<file path="config.mk">
export PLATFORM = sky130hd
export DESIGN_NAME = gray_counter
export DESIGN_NICKNAME = d
export VERILOG_FILES = /design/src/rtl/gray_pkg.sv /design/src/rtl/bin2gray.sv /design/src/rtl/gray_counter.sv
export SDC_FILE = /design/constraint.sdc
export NUM_CORES = 1
export LEC_CHECK = 0
export CAP_MARGIN = 20
export CORE_MARGIN = 2
export CORE_UTILIZATION = 35
export CTS_BUF_LIST = sky130_fd_sc_hd__clkbuf_8
export DETAILED_ROUTE_END_ITERATION = 8
export PLACE_DENSITY = 0.63
export SYNTH_ARGS = -nofsm -noshare
export SYNTH_HDL_FRONTEND = slang
export SYNTH_SLANG_ARGS = --single-unit
export TNS_END_PERCENT = 30
</file>
<file path="constraint.sdc">
create_clock -name CLK -period 3.7 [get_ports CLK]
set_input_delay 0.555 -clock CLK [delete_from_list [all_inputs] [get_ports CLK]]
set_output_delay 0.555 -clock CLK [all_outputs]
set_load 0.02 [all_outputs]
</file>
<file path="src/rtl/gray_pkg.sv">
// Shared Gray-code package: default width, direction encoding and Gray/binary helpers.
// Also imported by the downstream Gray-to-binary converter's bench.
package gray_pkg;

    localparam int GRAY_WIDTH_DEFAULT = 4;
    localparam int GRAY_WIDTH_MAX     = 16;

    typedef enum logic {
        DIR_DN = 1'b0,
        DIR_UP = 1'b1
    } dir_e;

    // Full-width helpers; callers zero-extend and truncate to their own width.
    function automatic logic [GRAY_WIDTH_MAX-1:0] bin_to_gray(input logic [GRAY_WIDTH_MAX-1:0] bin);
        return bin ^ (bin >> 1'b1);
    endfunction

    function automatic logic [GRAY_WIDTH_MAX-1:0] gray_to_bin(input logic [GRAY_WIDTH_MAX-1:0] gray);
        logic [GRAY_WIDTH_MAX-1:0] bin;
        bin[GRAY_WIDTH_MAX-1] = gray[GRAY_WIDTH_MAX-1];
        for (int i = GRAY_WIDTH_MAX - 2; i >= 0; i--) begin
            bin[i] = bin[i+1] ^ gray[i];
        end
        return bin;
    endfunction

endpackage

</file>
<file path="src/rtl/bin2gray.sv">
// Combinational binary-to-Gray mapper built on the shared package helper.
module bin2gray
    import gray_pkg::*;
#(
    parameter int WIDTH = GRAY_WIDTH_DEFAULT
) (
    input  logic [WIDTH-1:0] bin,
    output logic [WIDTH-1:0] gray
);

    assign gray = WIDTH'(bin_to_gray(GRAY_WIDTH_MAX'(bin)));

endmodule

</file>
<file path="src/rtl/gray_counter.sv">
// Up/down Gray counter with synchronous load, registered binary/Gray outputs,
// terminal-count and change pulses. Define GRAY_COUNTER_SATURATE_EN to saturate instead of wrap.
module gray_counter
    import gray_pkg::*;
#(
    parameter int WIDTH = GRAY_WIDTH_DEFAULT
) (
    input  logic             CLK,
    input  logic             RST,
    input  logic             EN,
    input  logic             UP_DN,
    input  logic             LOAD,
    input  logic [WIDTH-1:0] LOAD_VAL,
    output logic [WIDTH-1:0] GRAY,
    output logic [WIDTH-1:0] BIN,
    output logic             TC,
    output logic             CHG
);

    localparam logic [WIDTH-1:0] ALL_ONES = {WIDTH{1'b1}};
    localparam logic [WIDTH-1:0] ALL_ZERO = {WIDTH{1'b0}};
    localparam logic [WIDTH-1:0] ONE      = {{(WIDTH-1){1'b0}}, 1'b1};

    logic [WIDTH-1:0] bin_r;
    logic [WIDTH-1:0] gray_r;
    logic             tc_r;
    logic             chg_r;

    logic [WIDTH-1:0] step_bin_s;
    logic [WIDTH-1:0] next_bin_s;
    logic [WIDTH-1:0] next_gray_s;
    logic             boundary_s;
    logic             next_tc_s;
    dir_e             dir_s;

    assign dir_s = dir_e'(UP_DN);

    // Next-state selection: LOAD beats EN; a step across the boundary raises TC.
    always_comb begin
        step_bin_s = bin_r;
        boundary_s = 1'b0;
        next_bin_s = bin_r;
        next_tc_s  = 1'b0;
        case (dir_s)
            DIR_UP: begin
                boundary_s = (bin_r == ALL_ONES);
                step_bin_s = bin_r + ONE;
            end
            DIR_DN: begin
                boundary_s = (bin_r == ALL_ZERO);
                step_bin_s = bin_r - ONE;
            end
            default: begin
                boundary_s = 1'b0;
                step_bin_s = bin_r;
            end
        endcase
        if (LOAD) begin
            next_bin_s = LOAD_VAL;
            next_tc_s  = 1'b0;
        end else if (EN) begin
            next_tc_s = boundary_s;
`ifdef GRAY_COUNTER_SATURATE_EN
            if (boundary_s) begin
                next_bin_s = bin_r;
            end else begin
                next_bin_s = step_bin_s;
            end
`else
            next_bin_s = step_bin_s;
`endif
        end else begin
            next_bin_s = bin_r;
            next_tc_s  = 1'b0;
        end
    end

    bin2gray #(
        .WIDTH (WIDTH)
    ) u_bin2gray (
        .bin  (next_bin_s),
        .gray (next_gray_s)
    );

    // State and pulse registers; CHG compares the new Gray word with the one it replaces.
    always_ff @(posedge CLK) begin
        if (RST) begin
            bin_r  <= ALL_ZERO;
            gray_r <= ALL_ZERO;
            tc_r   <= 1'b0;
            chg_r  <= 1'b0;
        end else begin
            bin_r  <= next_bin_s;
            gray_r <= next_gray_s;
            tc_r   <= next_tc_s;
            chg_r  <= (next_gray_s != gray_r);
        end
    end

    assign GRAY = gray_r;
    assign BIN  = bin_r;
    assign TC   = tc_r;
    assign CHG  = chg_r;

endmodule
</file>
# Yosys cells after proc, flatten, opt, wreduce, memory -nomap -nowiden
# Index checks and enable logic that the tools add are counted.
[word_totals] reg_bits=10 inputBits=9 output_inout_bits=10 elab_cells=17
[op_classes] addsub=2 eq_ne=2 mux=4 bitwise=3 reduce_logical=2
[op_table] cell="4-bit 2-to-1 mux" n=2
[op_table] cell="4-bit one-hot mux with 2 select lines" n=1
[op_table] cell="4-bit by 1-bit adder with 4-bit output, second input constant" n=1
[op_table] cell="4-bit == test, second input constant" n=1
[op_table] cell="4-bit logical NOT" n=1
[op_table] cell="4-bit inequality test" n=1
[op_table] cell="4-bit by 1-bit subtractor with 4-bit output, second input constant" n=1
[op_table] cell="4-bit by 3-bit bitwise XOR with 4-bit output" n=1
[op_table] cell="3-bit OR reduction" n=1
[op_table] cell="1-bit inverter" n=2
[op_table] cell="1-bit one-hot mux with 2 select lines" n=1

# Logic depth before layout (Yosys ltp)
[logic_depth] word_depth=6 mapped_depth=7 depth_no_buf=7

# By module
# A second synthesis with hierarchy kept.
[unflattened] cells_unflattened=57 area_unflattened_um2=579.3
[by_module_without_submodules] module="gray_counter" n_inst=1 cells_each=53 area_per_inst_um2=545.5 seq_area_each_um2=200.2
[by_module_without_submodules] module="bin2gray" n_inst=1 cells_each=4 area_per_inst_um2=33.8 seq_area_each_um2=0.0

# Worst setup path before layout
# Ideal clock, no wire load.
[synth_path] path_kind="input to register" start="input port UP_DN" end="register chg_r (netlist: CHG)" setup_time_ns=0.130 arrival_time_ns=2.018 required_ns=3.570 slack_ns=1.552 stages=7 n_path_buf=0 path_cell_list="inv_1 fa_1 xor2_1 a221oi_4 xor2_1 mux2i_1 a21oi_1"
[synth_between] elab_chain_len=6
[synth_lines] element="start, declared" line="gray_counter.sv:11" source="input logic UP_DN,"
[synth_lines] element="1-bit inverter" line="gray_counter.sv:44" source="case (dir_s)"
[synth_lines] element="4-bit one-hot mux with 2 select lines *" line="gray_counter.sv:44"
[synth_lines] element="4-bit 2-to-1 mux *" line="gray_counter.sv:61" source="end else if (EN) begin"
[synth_lines] element="4-bit 2-to-1 mux *" line="gray_counter.sv:58" source="if (LOAD) begin"
[synth_lines] element="4-bit by 3-bit bitwise XOR with 4-bit output *" line="gray_pkg.sv:15" source="return bin ^ (bin >> 1'b1);"
[synth_lines] element="4-bit inequality test *" line="gray_counter.sv:96" source="chg_r <= (next_gray_s != gray_r);"
[synth_lines] element="end signal, assigned" line="gray_counter.sv:96"
[synth_lines] element="end, declared" line="gray_counter.sv:27" source="logic chg_r;"
# Every way passes the cells marked *; elsewhere a longest branch is shown, timed or not.
# A chain may end at the register's enable or synchronous reset.

# Final worst setup path
# Ends and elaborated chain as after synthesis.

==> flow_summary.yaml <==
die:
  rows: 15
  die_h_um: 46.4
  start_util_pct: 36.8
  ioPinCount: 19
  core_area_sq_um: 1710
  fp.dieW_um: 46.4
  die_area_sq_um: 2150
synth:
  post-synth-top-count-cell: "dfxtp_1"
  synth_edf_count: 0
  synth-seq-area-share_pct: 28.7
  yosysTopAreaCellShare_pct: 28.7
  syn_area_sq_um: 628
  ys.flop_type: "dfxtp_1"
  synth_top_area_cell: "dfxtp_1"
  syn_inst: 70
  synthTopCellsByCount: "dfxtp_1, nor2_1, xnor2_1"
  syn_nets: 82
  syn_avg_cell_area_sq_um: 8.97
  yosysWarnings: 0
  ys_seq_elements: 9
  ys_top_cells_by_area: "dfxtp_1, xnor2_1, xor2_1"
  synth-async-reset-ratio_pct: 0
  synth_cell_types: 32
grt:
  grt_max_degree: 16
  antenna_found_initial: 0
  overflow: 0
  grt_pass1_wl_um: 2220
  grt_pass1_vias: 478
  grt_use_total_pct: 15.3
sta:
  grt_setup_unrepaired: "false"
  final-max-slew-violation-count: 0
  holdWs_ps: 679
  hold_viol_final: 0
  fin_skew_ps: 2.43
  fin_tns_setup_ps: 0
  period_needed_ps: 2610
  worst_slew_pin_slew_ps: 574
  fin_crit_sh_pct: 70.6
  setup_violations: 0
  max_freq_mhz: 383
  slew_headroom_pct: 61.6
pwr:
  report.power.total_uw: 347
  power_density_nw_per_um2: 404
  ir_drop_uv: 353
  p_leak_uw: 0.000364
cells_and_area:
  area_growth_pct: 36.5
  layout-drive-gt1-share_pct: 8.05
  n_fill_cell: 158
  stdcell_count: 112
  n_antenna_cell: 0
  final_nets: 100
  post-route-cell-area_sq_um: 857
placement:
  dp_hpwl_um: 1020
  gp_congestion: 0.694
  port-buffer-count: 18
  place_inst: 108
  dpl-instance-area_sq_um: 812
clocking:
  cts_buffers: 3
  cts.sinks: 9
  root_buffer: "clkbuf_8"
  htreeDepth: 1
  post_cts_buffers: 0
  cts_resized: 0
  cts_tree: "yes"
  clk-insertion-delay-late_ps: 240
  cts_buffer_depth: 2
  cts.reportedPaths.clkPinSlew_ps: 40
  hold_buffers: 0
critical_path:
  critPathCaptureType: "flip-flop"
  crit_type: "primary input to flip-flop"
  critPathArrivalTime_ps: 2720
  start_kind: "primary input"
  crit_fanout: 6
  cp.required_ps: 3810
detailed_routing:
  drt_pass1_iterations: 4
  ant_nets: 0
  vias: 556
  wl_per_cell_um: 11.8
  finalWirelength_um: 1320
  drc: 0
  drt_iter0_markers: 11
  viasPerCell: 4.96
run:
  cap_viol_max_count: 0
worst_hold_path:
  hold_class: "flip-flop to flip-flop"
run_status:
  status: "finished clean"
==> layout make-up <==
| cell class | count | area (sq um) | area share, % |
|---|---|---|---|
| multi-input cells | 54 | 413 | 48.2 |
| flip-flops and latches | 9 | 180 | 21.0 |
| repair buffers | 18 | 180 | 21.0 |
| clock buffers | 3 | 41.3 | 4.82 |
| well taps | 25 | 31.3 | 3.65 |
| inverters | 2 | 7.51 | 0.876 |
| clock inverters | 1 | 3.75 | 0.438 |
==> flip-flops by register name, indices dropped and copies added, names as in the netlist <==
| name | count |
|---|---|
| BIN | 4 |
| GRAY | 3 |
| CHG | 1 |
| TC | 1 |
==> report_power, final <==
part	switching (uW)	total, uW	leakage, uW	internal, uW
Sequential	10.6	118	0.0000747	108
Combinational	57.3	117	0.000262	60.0
Clock	39.0	111	0.0000269	72.2
Total	107	347	0.000364	240
==> stage by stage <==
stage          util, %  setup WS [ps]
6_report          50.2           1090
5_1_grt           50.2            939
4_1_cts           50.2           1090
3_5_place_dp      47.5            843
3_3_place_gp      47.5            941
2_1_floorplan        -           1550
==> logic make-up (layout without fill, tap and decap cells) <==
group / Yosys count / after routing / share of synthesized area, %
simple gates: 23 / 23 / 20.1
compound gates: 16 / 16 / 20.9
xor+xnor: 9 / 9 / 12.5
flops: 9 / 9 / 28.7
buf+inv: 7 / 24 / 5.58
fa+ha+maj: 3 / 3 / 7.17
mux: 3 / 3 / 4.98
==> layout by cell type, fill, tap and decap left out, types with 2 or more instances in the layout <==
cell / synthesis / final
inv_1: 2 / 3
nand2_1: 2 / 2
a31oi_1: 2 / 2
nor2b_1: 2 / 2
nor3b_1: 2 / 2
dfxtp_1: 9 / 9
and3_1: 3 / 3
o21ai_0: 2 / 2
xnor2_1: 5 / 5
a21oi_1: 2 / 2
a21o_1: 2 / 2
o21a_1: 2 / 2
nor2_1: 8 / 8
ha_1: 2 / 2
clkbuf_8: 0 / 3
mux2i_1: 2 / 2
nand3_1: 3 / 3
xor2_1: 4 / 4
clkdlybuf4s50_1: 0 / 18
==> critical path, cell delays in order <==
cell	delay, ps
clkdlybuf4s50_1	520
inv_1	150
fa_1	450
xor2_1	180
a221oi_4	350
xor2_1	220
mux2i_1	210
a21oi_1	90
==> per-layer routing <==
| layer | part of all wire, % | up-vias | track usage (%) |
|---|---|---|---|
| li1 | - | 282 | - |
| met2 | 43 | 18 | 20.0 |
| met1 | 50 | 254 | 21.8 |
| met3 | 6.4 | 2 | 7.06 |
| met5 | 0 | - | 0 |
| met4 | 0.61 | 0 | 5.14 |
==> worst paths after layout <==
check,start,endpoint,slack (ps),cells after the start
worst max register to register,BIN[0],CHG,1700,6
worst min register to register,BIN[0],TC,680,2
worst max-delay path,UP_DN,CHG,1090,8
worst min-delay path,BIN[0],TC,680,2
No activity file was read; power rests on OpenSTA's default activity.
